<file path="src/rtl/vga_capture.sv">
// Receive side of the VGA path: registers the sync/RGB pins, rebuilds the active-pixel
// stream with x/y coordinates, flags line/frame structure errors and sums each frame.
module vga_capture #(
  parameter int H_ACTIVE = 1024,
  parameter int V_ACTIVE = 768,
  parameter int H_BACK   = 160,
  parameter int V_BACK   = 29,
  parameter bit HS_POL   = 1'b0,
  parameter bit VS_POL   = 1'b0
) (
  input  logic        i_clk,
  input  logic        i_rst,
  input  logic        i_vga_hsync,
  input  logic        i_vga_vsync,
  input  logic [4:0]  i_vga_red,
  input  logic [5:0]  i_vga_green,
  input  logic [4:0]  i_vga_blue,
  output logic        o_pix_valid,
  output logic [15:0] o_pix_data,
  output logic [10:0] o_pix_x,
  output logic [10:0] o_pix_y,
  output logic        o_frame_start,
  output logic        o_frame_done,
  output logic        o_frame_ok,
  output logic [31:0] o_frame_sum,
  output logic [15:0] o_frame_cnt,
  output logic        o_line_err,
  output logic        o_frame_err
);

  localparam logic        HS_ACT   = HS_POL;
  localparam logic        VS_ACT   = VS_POL;
  localparam logic [10:0] X_LAST   = 11'(H_ACTIVE - 1);
  localparam logic [10:0] Y_LAST   = 11'(V_ACTIVE - 1);
  localparam logic [10:0] HB_LAST  = 11'(H_BACK - 1);
  localparam logic [10:0] LC_OPEN  = 11'(V_BACK);

  typedef enum logic [2:0] {
    S_IDLE,
    S_VBLANK,
    S_HBP,
    S_ACTIVE,
    S_HBLANK,
    S_WAIT_VS
  } state_t;

  logic        r_hs_s1, r_hs_s2, r_vs_s1, r_vs_s2;
  logic [15:0] r_rgb_s1;

  state_t      r_state;
  logic [10:0] r_lc, r_hcnt, r_x, r_y;
  logic        r_ok, r_done_pend;
  logic [31:0] r_acc;

  state_t      w_state_next;
  logic [10:0] w_lc_next, w_hcnt_next, w_x_next, w_y_next;
  logic        w_ok_next, w_emit, w_finish, w_open, w_line_err, w_frame_err;
  logic        w_hs_end, w_vs_end, w_first_pix;

  // Sync registers reset to the inactive level so releasing reset never looks like a sync end.
  always_ff @(posedge i_clk or posedge i_rst) begin
    if (i_rst) begin
      r_hs_s1  <= ~HS_ACT;
      r_hs_s2  <= ~HS_ACT;
      r_vs_s1  <= ~VS_ACT;
      r_vs_s2  <= ~VS_ACT;
      r_rgb_s1 <= '0;
    end else begin
      r_hs_s1  <= i_vga_hsync;
      r_hs_s2  <= r_hs_s1;
      r_vs_s1  <= i_vga_vsync;
      r_vs_s2  <= r_vs_s1;
      r_rgb_s1 <= {i_vga_red, i_vga_green, i_vga_blue};
    end
  end

  assign w_hs_end    = (r_hs_s1 == ~HS_ACT) && (r_hs_s2 == HS_ACT);
  assign w_vs_end    = (r_vs_s1 == ~VS_ACT) && (r_vs_s2 == VS_ACT);
  assign w_first_pix = (r_x == 11'd0) && (r_y == 11'd0);

  always_comb begin
    w_state_next = r_state;
    w_lc_next    = r_lc;
    w_hcnt_next  = r_hcnt;
    w_x_next     = r_x;
    w_y_next     = r_y;
    w_ok_next    = r_ok;
    w_emit       = 1'b0;
    w_finish     = 1'b0;
    w_open       = 1'b0;
    w_line_err   = 1'b0;
    w_frame_err  = 1'b0;

    // A vsync end wins over any hsync end in the same cycle.
    if (w_vs_end) begin
      w_frame_err  = (r_state == S_VBLANK) || (r_state == S_HBP) ||
                     (r_state == S_ACTIVE) || (r_state == S_HBLANK);
      w_state_next = S_VBLANK;
      w_lc_next    = 11'd0;
      w_ok_next    = 1'b1;
    end else begin
      case (r_state)
        S_VBLANK: begin
          if (w_hs_end) begin
            if (r_lc == LC_OPEN) begin
              w_open   = 1'b1;
              w_y_next = 11'd0;
            end else begin
              w_lc_next = r_lc + 11'd1;
            end
          end
        end
        S_HBP: begin
          if (r_hcnt == HB_LAST) begin
            w_state_next = S_ACTIVE;
            w_x_next     = 11'd0;
          end else begin
            w_hcnt_next = r_hcnt + 11'd1;
          end
        end
        S_ACTIVE: begin
          // An hsync end mid-row abandons the row and opens the next one.
          if (w_hs_end) begin
            w_line_err = 1'b1;
            w_ok_next  = 1'b0;
            if (r_y == Y_LAST) begin
              w_finish = 1'b1;
            end else begin
              w_open   = 1'b1;
              w_y_next = r_y + 11'd1;
            end
          end else begin
            w_emit = 1'b1;
            if (r_x == X_LAST) begin
              if (r_y == Y_LAST) begin
                w_finish = 1'b1;
              end else begin
                w_state_next = S_HBLANK;
                w_y_next     = r_y + 11'd1;
              end
            end else begin
              w_x_next = r_x + 11'd1;
            end
          end
        end
        S_HBLANK: begin
          if (w_hs_end) begin
            w_open = 1'b1;
          end
        end
        default: ;
      endcase
    end

    if (w_open) begin
      if (H_BACK > 1) begin
        w_state_next = S_HBP;
        w_hcnt_next  = 11'd1;
      end else begin
        w_state_next = S_ACTIVE;
        w_x_next     = 11'd0;
      end
    end
    if (w_finish) begin
      w_state_next = S_WAIT_VS;
    end
  end

  always_ff @(posedge i_clk or posedge i_rst) begin
    if (i_rst) begin
      r_state     <= S_IDLE;
      r_lc        <= '0;
      r_hcnt      <= '0;
      r_x         <= '0;
      r_y         <= '0;
      r_ok        <= 1'b0;
      r_done_pend <= 1'b0;
      r_acc       <= '0;
    end else begin
      r_state     <= w_state_next;
      r_lc        <= w_lc_next;
      r_hcnt      <= w_hcnt_next;
      r_x         <= w_x_next;
      r_y         <= w_y_next;
      r_ok        <= w_ok_next;
      r_done_pend <= w_finish;
      if (w_emit) begin
        r_acc <= w_first_pix ? {16'd0, r_rgb_s1} : r_acc + {16'd0, r_rgb_s1};
      end
    end
  end

  always_ff @(posedge i_clk or posedge i_rst) begin
    if (i_rst) begin
      o_pix_valid   <= 1'b0;
      o_pix_data    <= '0;
      o_pix_x       <= '0;
      o_pix_y       <= '0;
      o_frame_start <= 1'b0;
      o_frame_done  <= 1'b0;
      o_frame_ok    <= 1'b0;
      o_frame_sum   <= '0;
      o_frame_cnt   <= '0;
      o_line_err    <= 1'b0;
      o_frame_err   <= 1'b0;
    end else begin
      o_pix_valid   <= w_emit;
      o_frame_start <= w_emit && w_first_pix;
      o_line_err    <= w_line_err;
      o_frame_err   <= w_frame_err;
      o_frame_done  <= r_done_pend;
      if (w_emit) begin
        o_pix_data <= r_rgb_s1;
        o_pix_x    <= r_x;
        o_pix_y    <= r_y;
      end
      // The last pixel was folded into r_acc on the previous edge.
      if (r_done_pend) begin
        o_frame_sum <= r_acc;
        o_frame_ok  <= r_ok;
        o_frame_cnt <= o_frame_cnt + 16'd1;
      end
    end
  end

endmodule

</file>
<file path="config.mk">
export PLATFORM = sky130hd
export DESIGN_NAME = vga_capture
export DESIGN_NICKNAME = d
export VERILOG_FILES = /design/src/rtl/vga_capture.sv
export SDC_FILE = /design/constraint.sdc
export NUM_CORES = 1
export LEC_CHECK = 0
export ABC_CLOCK_PERIOD_IN_PS = 5950
export BUFFER_PORTS_ARGS = -buffer_cell sky130_fd_sc_hd__buf_4
export CORE_ASPECT_RATIO = 1.25
export CORE_MARGIN = 1.5
export CORE_UTILIZATION = 50
export DETAILED_ROUTE_END_ITERATION = 12
export GPL_TIMING_DRIVEN = 0
export PLACE_DENSITY = 0.73
export REMOVE_ABC_BUFFERS = 1
export SLEW_MARGIN = 40
export SYNTH_ARGS = -nofsm -noshare
export SYNTH_HDL_FRONTEND = slang
export SYNTH_SLANG_ARGS = --single-unit
</file>
<file path="constraint.sdc">
create_clock -name i_clk -period 5.95 [get_ports i_clk]
set_input_delay 0.8925 -clock i_clk [delete_from_list [all_inputs] [get_ports i_clk]]
set_output_delay 0.8925 -clock i_clk [all_outputs]
set_load 0.1 [all_outputs]
</file>
## Word-level counts from Yosys, hierarchy flattened

Cells that the tools add are included.

| cells by class | value |
|---|---|
| add/subtract/negate cells | 6 |
| eq/ne operators | 21 |
| mux-type cells | 48 |
| bitwise logic cells | 3 |
| reductions and logical operators | 22 |

Operator list:

| cell | count |
|---|---|
| 2-to-1 mux 11 bit | 16 |
| adder 11 x 1 -> 11 bit, second input constant | 4 |
| one-hot mux 11 bit (2 select lines) | 2 |
| adder 32 x 16 -> 32 bit | 1 |
| 2-to-1 mux 32 bit | 1 |
| equality test 11 x 10 -> 1 bit, second input constant | 2 |
| zero test 11 bit | 2 |
| 2-to-1 mux 3 bit | 7 |
| 2-to-1 mux 1 bit | 20 |
| adder 16 x 1 -> 16 bit, second input constant | 1 |
| AND reduction 5 bit | 3 |
| != test 2 bit, second input constant | 6 |
| nonzero test 2 bit | 6 |
| equality test 11 x 5 -> 1 bit, second input constant | 1 |
| equality test 11 x 8 -> 1 bit, second input constant | 1 |
| != test 5 x 4 -> 1 bit, second input constant | 2 |
| != test 5 bit, second input constant | 2 |
| equality test 3 x 2 -> 1 bit, second input constant | 2 |
| one-hot mux 3 bit (2 select lines) | 1 |
| AND reduction 3 bit | 2 |
| nonzero test 5 bit | 1 |
| logical AND 1 bit | 4 |
| != test 2 x 1 -> 1 bit, second input constant | 2 |
| equality test 3 x 1 -> 1 bit, second input constant | 1 |
| other kinds (6) | 10 |

| word-level totals | value |
|---|---|
| bits in registers | 193 |
| bits of input ports | 20 |
| word-level logic and storage cells | 124 |

## Depth between registers and ports, before layout

Gate-level depths: netlist of the first run.

| depth | value |
|---|---|
| word-level depth | 8 |
| depth in mapped cells | 10 |
| mapped depth without buffers | 9 |

## Worst setup path before layout of the first run

OpenSTA, ideal clock, no wires.

| timing | value |
|---|---|
| path kind | register to register |
| from | reg r_rgb_s1[0] |
| to | reg r_acc[28] |
| library setup time | 78 ps |
| arrival | 2318 ps |
| required time | 5872 ps |
| path slack | 3554 ps |
| stages on the path, launching flop included | 10 |
| buffers on the path | 0 |
| clock period less this slack | 2396 ps |
| path through | dfrtp_1 ha_1 inv_1 fa_1 nand2b_1 a21oi_1 o21a_1 o21ai_1 or4_1 a21oi_1 |

| on the way | value |
|---|---|
| cells in the longest elaborated chain, start to end | 2 |

RTL lines:

| element | line | source |
|---|---|---|
| start, declared | 48 | `logic [15:0] r_rgb_s1;` |
| start signal, assigned | 73 | `r_rgb_s1 <= {i_vga_red, i_vga_green, i_vga_blue};` |
| adder 32 x 16 -> 32 bit | 188 | `r_acc <= w_first_pix ? {16'd0, r_rgb_s1} : r_acc + {16'd0, r_rgb_s1};` |
| 2-to-1 mux 32 bit | 188 |  |
| end signal, assigned | 188 |  |
| end, declared | 53 | `logic [31:0] r_acc;` |

Every way passes these cells.
A chain may end at the register's enable or synchronous reset.

## Worst setup path after layout of the first run

| timing | value |
|---|---|
| from | reg r_state[1] |
| to | reg r_acc[20] |

| on the way | value |
|---|---|
| cells in the longest elaborated chain, start to end | 3 |

RTL lines:

| element | line | source |
|---|---|---|
| start, declared | 50 | `state_t r_state;` |
| start signal, assigned | 180 | `r_state <= w_state_next;` |
| equality test 3 x 2 -> 1 bit | 102 | `case (r_state)` |
| 2-to-1 mux 1 bit | 102 |  |
| 2-to-1 mux 1 bit | 95 | `if (w_vs_end) begin` |

Every way passes these cells.

==> impl_metrics.env, run 1 <==
export IMPL_drt_pass1_iter_count=5
export IMPL_fin_crit_sh=0.552
export IMPL_finalMaxSlewViolations=0
export IMPL_cts_buffers=17
export IMPL_status="completed"
export IMPL_drtIter0Drc=451
export IMPL_ios=112
export IMPL_synth_avg_cell_area_um2=10.1
export IMPL_place_congestion=0.861
export IMPL_die_area_um2=19100
export IMPL_worstPathCellList="nand3b_1, or3_4, clkinv_4, o21ai_1, or4_1, nand3_1"
export IMPL_synthArstFlopShare=1.00
export IMPL_fill_cells=1553
export IMPL_powerDensity_nw_per_um2=234
export IMPL_fin_nets=1048
export IMPL_r2r_start="r_state[1]"
export IMPL_die_x_um=124
export IMPL_syn_to_final_growth_pct=18.3
export IMPL_row_count=55
export IMPL_grt_max_degree=77
export IMPL_synth_simple_area_share=0.189
export IMPL_synth_top_area_share=0.518
export IMPL_r2r_setup_slack_ns=2.66
export IMPL_holdWs_ns=0.367
export IMPL_tritoncts="yes"
export IMPL_synthTopCellsByCount="dfrtp_1 (189), nand2_1 (164), nor2_1 (71)"
export IMPL_relSlewSlack=0.436
export IMPL_yosys_area_share_adder=0.0351
export IMPL_die_h_um=154
export IMPL_syn_inst=900
export IMPL_synthTopCellsByArea="dfrtp_1 (52%), nand2_1 (6.7%), mux2_2 (4.4%)"
export IMPL_ant_nets=0
export IMPL_clock_latency_ns=0.44
export IMPL_hold_viol=0
export IMPL_ys_flop_type="dfrtp_1"
export IMPL_overflow=0
export IMPL_setup_worst_path_start_class="flop"
export IMPL_drc_errors=0
export IMPL_cts_hold_buf=0
export IMPL_cts_htree_levels=4
export IMPL_slowest_stage="or3_4"
export IMPL_cts_repair_resized=0
export IMPL_wire_per_inst_um=15.8
export IMPL_drive_gt1_frac=0.201
export IMPL_final_core_util=0.599
export IMPL_leakagePower_nw=5.31
export IMPL_startpoint="r_state[1]"
export IMPL_crit_path_end_kind="flop"
export IMPL_antenna_found_initial=0
export IMPL_cp_top_family="simple AND/OR/NAND/NOR gates"
export IMPL_ir_drop_v=0.000184
export IMPL_wl_mm=19.6
export IMPL_critPathMaxFanout=53
export IMPL_fin_crit_ns=3.29
export IMPL_tightest_slew_ns=0.824
export IMPL_core_area_um2=18000
export IMPL_post_dp_hpwl_mm=13.5
export IMPL_tns_ns=0
export IMPL_worstPathRequired_ns=6.32
export IMPL_slowest_delay_ns=0.65
export IMPL_final_setup_viol_count=0
export IMPL_yosysMostFrequentCell="dfrtp_1"
export IMPL_clk_pin_slew_ns=0.07
export IMPL_vias=6975
export IMPL_muxShareOfSynthArea=0.0521
export IMPL_portBuffers=111
export IMPL_hold_start="r_vs_s1"
export IMPL_synth_seq_cells=193
export IMPL_cap_violations=0
export IMPL_hold_path_class="flop to flop"
export IMPL_critPathKind="flop to flop"
export IMPL_yosysWarnings=0
export IMPL_numClockSinks=193
export IMPL_post_cts_buffers=0
export IMPL_syn_area_um2=9130
export IMPL_fmax_mhz=304
export IMPL_rsz0062_at_grt="no"
export IMPL_synth_top_family_by_area="simple AND/OR/NAND/NOR gates"
export IMPL_grt_pass1_wl_mm=32.9
export IMPL_synth_top_area_cell="dfrtp_1"
export IMPL_synth_edf_count=0
export IMPL_start_util=0.506
export IMPL_fin_skew_ns=0.0138
export IMPL_synth_compound_area_frac=0.115
export IMPL_grt_pass1_vias=6788
export IMPL_cp_data_arrival_time_ns=3.66
export IMPL_ys_seq_area_frac=0.529
export IMPL_n_antenna_cell=0
export IMPL_root_buffer="clkbuf_16"
export IMPL_synthXorXnorAreaFrac=0.0518
export IMPL_grt_usage=0.218
export IMPL_yosysUniqueCellTypes=70
export IMPL_path_buf_inv=1
export IMPL_vias_per_cell=5.61
export IMPL_total_power_mw=2.52
export IMPL_cts_max_path_buffers=2
[sequential cells by signal, indices dropped and copies added (netlist names), 3 cells and up]
register,count
o_pix_y,11
o_frame_cnt,16
r_acc,32
r_rgb_s1,16
r_lc,11
r_state,3
r_x,11
o_pix_data,16
r_hcnt,11
r_y,11
o_frame_sum,32
o_pix_x,11
[cell families (layout without fill, tap and decap cells)]
group,Yosys count,in the layout
xor+xnor,54,54
compound gates,164,164
flops,193,193
mux,43,43
buf+inv,55,171
simple gates,366,366
fa+ha+maj,25,25
[per-stage QoR]
stage / instances / setup slack, ns / instance area [um^2]
after detailed placement: 1212 / 2.73 / 10200
final: 1244 / 2.66 / 10800
after global placement: 1206 / -2.36 / 10100
after global routing: 1244 / 2.44 / 10800
after floorplan: 867 / -0.191 / 8960
after CTS: 1244 / 2.72 / 10800
[path summary, 6_finish.rpt]
path,cells past startpoint,to
hold / removal,0,r_vs_s2
setup / recovery,6,r_acc[20]
min in group asynchronous,2,o_pix_y[7]
max in group asynchronous,5,r_acc[14]
hold reg to reg,0,r_vs_s2
setup reg to reg,6,r_acc[20]
[per-layer routing]
metal / vias up / wire length [um] / global-route usage
met5: - / 0 / 0
met4: 0 / 480 / 0.0941
met3: 34 / 701 / 0.0389
met2: 157 / 9770 / 0.357
met1: 3408 / 8670 / 0.282
li1: 3376 / - / -
[cells in the final DEF (no fill, tap or decap), types with 6 or more instances in the layout]
cell type,Yosys,routed
dfrtp_1,189,188
nand2_1,164,164
buf_4,0,112
nor2_1,71,70
o21ai_0,46,46
a21oi_1,43,43
mux2_2,36,36
xnor2_1,29,29
nand3_1,26,26
xor2_1,25,25
ha_1,24,24
nand4_1,20,20
inv_1,21,20
clkbuf_16,0,17
and3_1,14,14
nor3_1,16,14
a211oi_1,12,12
a21o_1,8,8
nor4_1,7,7
or4_1,7,7
mux2i_1,7,7
or3_1,7,6
o211ai_1,6,6
[power by group]
group          total [mW]  leakage [nW]  switching (mW)  internal, mW
Clock                1.10         0.256           0.506         0.591
Sequential           1.34          2.63          0.0115          1.32
Combinational      0.0897          2.43          0.0582        0.0315
[area by class of cell]
class | count | area [um^2] | share of cell area
Inverter | 22 | 95.1 | 0.00880
Sequential cell | 193 | 4840 | 0.448
Clock inverter | 11 | 108 | 0.00996
Tap cell | 228 | 285 | 0.0264
Multi-Input combinational cell | 652 | 4070 | 0.377
Timing Repair Buffer | 117 | 956 | 0.0885
Clock buffer | 21 | 450 | 0.0417
Power figures use the tool's default switching activity.
==> run 2: changes to the inputs <==
ABC_AREA = 1   (was default)
ABC_CLOCK_PERIOD_IN_PS = 3140   (was 5950)
PLACE_DENSITY = 0.7   (was 0.73)
clock period = 3.14 ns   (was 5.95 ns; I/O delays follow)
==> run 2 against run 1 <==
Against the previous run: clock power is 99% higher; synthesized cell count is 42% higher; utilization about the same; critical path type unchanged; total power rose to 3.6 times the previous value.
==> impl_metrics.env, run 2 <==
export IMPL_finalMaxSlewViolations=0
export IMPL_rsz0062_at_grt="no"
export IMPL_wire_per_inst_um=13.7
export IMPL_worstPathRequired_ns=3.46
export IMPL_grt_pass1_wl_mm=38.6
export IMPL_muxShareOfSynthArea=0
export IMPL_post_cts_buffers=0
export IMPL_crit_path_end_kind="flop"
export IMPL_hold_viol=0
export IMPL_synth_top_family_by_area="simple AND/OR/NAND/NOR gates"
export IMPL_syn_inst=1278
export IMPL_clock_power_share=0.240
export IMPL_cts_htree_levels=4
export IMPL_ant_nets=0
export IMPL_yosysUniqueCellTypes=45
export IMPL_ir_drop_v=0.000517
export IMPL_cp_data_arrival_time_ns=3.10
export IMPL_most_common_layout_cells="nand2_1 (437), dfrtp_1 (188), inv_1 (141)"
export IMPL_setup_worst_path_start_class="flop"
export IMPL_vias_per_cell=5.04
export IMPL_total_power_mw=9.11
export IMPL_synthArstFlopShare=1.00
export IMPL_relSlewSlack=0.497
export IMPL_synth_avg_cell_area_um2=7.81
export IMPL_grt_pass1_vias=8124
export IMPL_synthTopCellsByCount="nand2_1 (437), dfrtp_1 (189), inv_1 (143)"
export IMPL_yosysMostFrequentCell="nand2_1"
export IMPL_cts_max_path_buffers=2
export IMPL_worstPathCellList="inv_2, nand2_2, nor2_4, nand2_2, nor2_4, inv_4, nor2_8, inv_4, nor2_1, nor2_1"
export IMPL_drc_errors=0
export IMPL_drive_gt1_frac=0.141
export IMPL_cp_top_family="simple AND/OR/NAND/NOR gates"
export IMPL_tightest_slew_ns=0.755
export IMPL_synth_top_area_cell="dfrtp_1"
export IMPL_combPwrFrac=0.418
export IMPL_die_area_um2=20800
export IMPL_vias=8374
export IMPL_cts_buffers=17
export IMPL_slowest_stage="nor2_4"
export IMPL_p_int_mw=5.02
export IMPL_clock_latency_ns=0.43
export IMPL_fill_cells=1801
export IMPL_core_area_um2=19500
export IMPL_powerDensity_nw_per_um2=781
export IMPL_drtIter0Drc=556
export IMPL_final_common_cell="nand2_1"
export IMPL_place_congestion=0.888
export IMPL_yosysWarnings=0
export IMPL_power_frac_seq=0.342
export IMPL_ys_seq_area_frac=0.484
export IMPL_synthXorXnorAreaFrac=0.0298
export IMPL_leakagePower_nw=6.05
export IMPL_slowest_delay_ns=0.47
export IMPL_synth_top_area_share=0.474
export IMPL_antenna_found_initial=0
export IMPL_overflow=0
export IMPL_synth_seq_cells=193
export IMPL_fin_nets=1427
export IMPL_synthTopCellsByArea="dfrtp_1 (47%), nand2_1 (16%), inv_1 (5.4%)"
export IMPL_critPathMaxFanout=78
export IMPL_cap_violations=0
export IMPL_reg_top3="o_frame_sum (32), r_acc (32)"
export IMPL_yosys_area_share_adder=0.0321
export IMPL_drt_pass1_iter_count=5
export IMPL_fin_crit_ns=2.78
export IMPL_row_count=57
export IMPL_synth_simple_area_share=0.310
export IMPL_clk_pin_slew_ns=0.07
export IMPL_post_dp_hpwl_mm=16.5
export IMPL_path_buf_inv=3
export IMPL_hold_path_class="input port to async pin"
export IMPL_fmax_mhz=360
export IMPL_ys_flop_type="dfrtp_1"
export IMPL_wl_mm=22.7
export IMPL_holdWs_ns=0.0548
export IMPL_dp_cells=1628
export IMPL_tritoncts="yes"
export IMPL_critPathKind="flop to flop"
export IMPL_synth_edf_count=0
export IMPL_fin_crit_sh=0.885
export IMPL_status="completed"
export IMPL_die_h_um=161
export IMPL_synth_compound_area_frac=0.0673
export IMPL_syn_area_um2=9980
export IMPL_n_antenna_cell=0
export IMPL_cts_repair_resized=0
export IMPL_start_util=0.513
export IMPL_root_buffer="clkbuf_16"
export IMPL_syn_to_final_growth_pct=16.8
export IMPL_grt_usage=0.232
export IMPL_final_setup_viol_count=0
export IMPL_fin_skew_ns=0.0129
export IMPL_final_cells=1660
export IMPL_die_x_um=129
export IMPL_numClockSinks=193
export IMPL_cts_hold_buf=0
export IMPL_ios=112
export IMPL_grt_max_degree=80
export IMPL_netSwitchingPower_mw=4.08
export IMPL_sw_frac_of_total=0.448
export IMPL_portBuffers=111
run 2: cell types whose count changed in the layout (fill, tap and decap cells not counted), moves of 18 or more:
cell and change:
nand2_1 +273, o21ai_1 +23, o21ai_0 +19, inv_1 +121
nand3_1 +58, mux2_2 -36, nor2_1 +18, nor3_1 +18
run 2: cell type report:
type                    count  area [um^2]  area share
well taps                 265          332      0.0284
clock buffers              18          439      0.0377
repair buffers            115          923      0.0792
inverters                 153          592      0.0508
multi-input cells         902         4380       0.376
flip-flops and latches    193         4840       0.415
clock inverters            14          153      0.0131
run 2: worst paths after layout:
check / from / to / slack (ns) / depth (start not counted)
max: r_state[2] / r_acc[0] / 0.36 / 10
min: i_rst / o_frame_sum[28] / 0.05 / 2
max reg2reg: r_state[2] / r_acc[0] / 0.36 / 10
min reg2reg: r_hs_s1 / r_hs_s2 / 0.37 / 0
max in group asynchronous: i_rst / r_hs_s1 / 2.03 / 4
min in group i_clk: i_vga_blue[4] / r_rgb_s1[4] / 0.14 / 1
run 2: logic make-up after synthesis:
logic type,Yosys count
buffers and inverters,183
XOR/XNOR,34
AO/OA/AOI/OAI,129
AND/OR/NAND/NOR,714
adder cells (fa/ha/maj),25
flip-flops,193
run 2: per-stage QoR:
stage / utilization / cell area, um^2 / TNS [ns] / setup slack, ns
after floorplan: - / 9800 / -492.06 / -2.58
after global placement: 0.563 / 11000 / -922.96 / -4.84
after detailed placement: 0.568 / 11100 / 0 / 0.336
after CTS: 0.599 / 11700 / 0 / 0.325
after global routing: 0.599 / 11700 / 0 / 0.0634
final: 0.599 / 11700 / 0 / 0.361
run 2: worst reg2reg max path, stage by stage (launching register included):
cell and delay (ns):
dfrtp_1 0.42, inv_2 0.07, nand2_2 0.07, nor2_4 0.47, nand2_2 0.16, nor2_4 0.46, inv_4 0.43, nor2_8 0.32
inv_4 0.11, nor2_1 0.10, nor2_1 0.05
run 2: power by group through the flow:
stage / Clock [mW] / Sequential [mW] / Combinational [mW]
after global placement: 0 / 3.15 / 3.74
after global routing: 2.34 / 3.15 / 4.25
after detailed placement: 0 / 3.15 / 3.82
final: 2.19 / 3.11 / 3.81
after CTS: 2.25 / 3.11 / 3.83
after floorplan: 0 / 3.99 / 2.04
run 2: per-layer routing:
layer | global-route usage | wire length, um | up-vias
li1 | - | - | 4263
met1 | 0.291 | 9810 | 3879
met4 | 0.0771 | 482 | 0
met5 | 0 | 0 | -
met3 | 0.0444 | 974 | 35
met2 | 0.399 | 11400 | 197
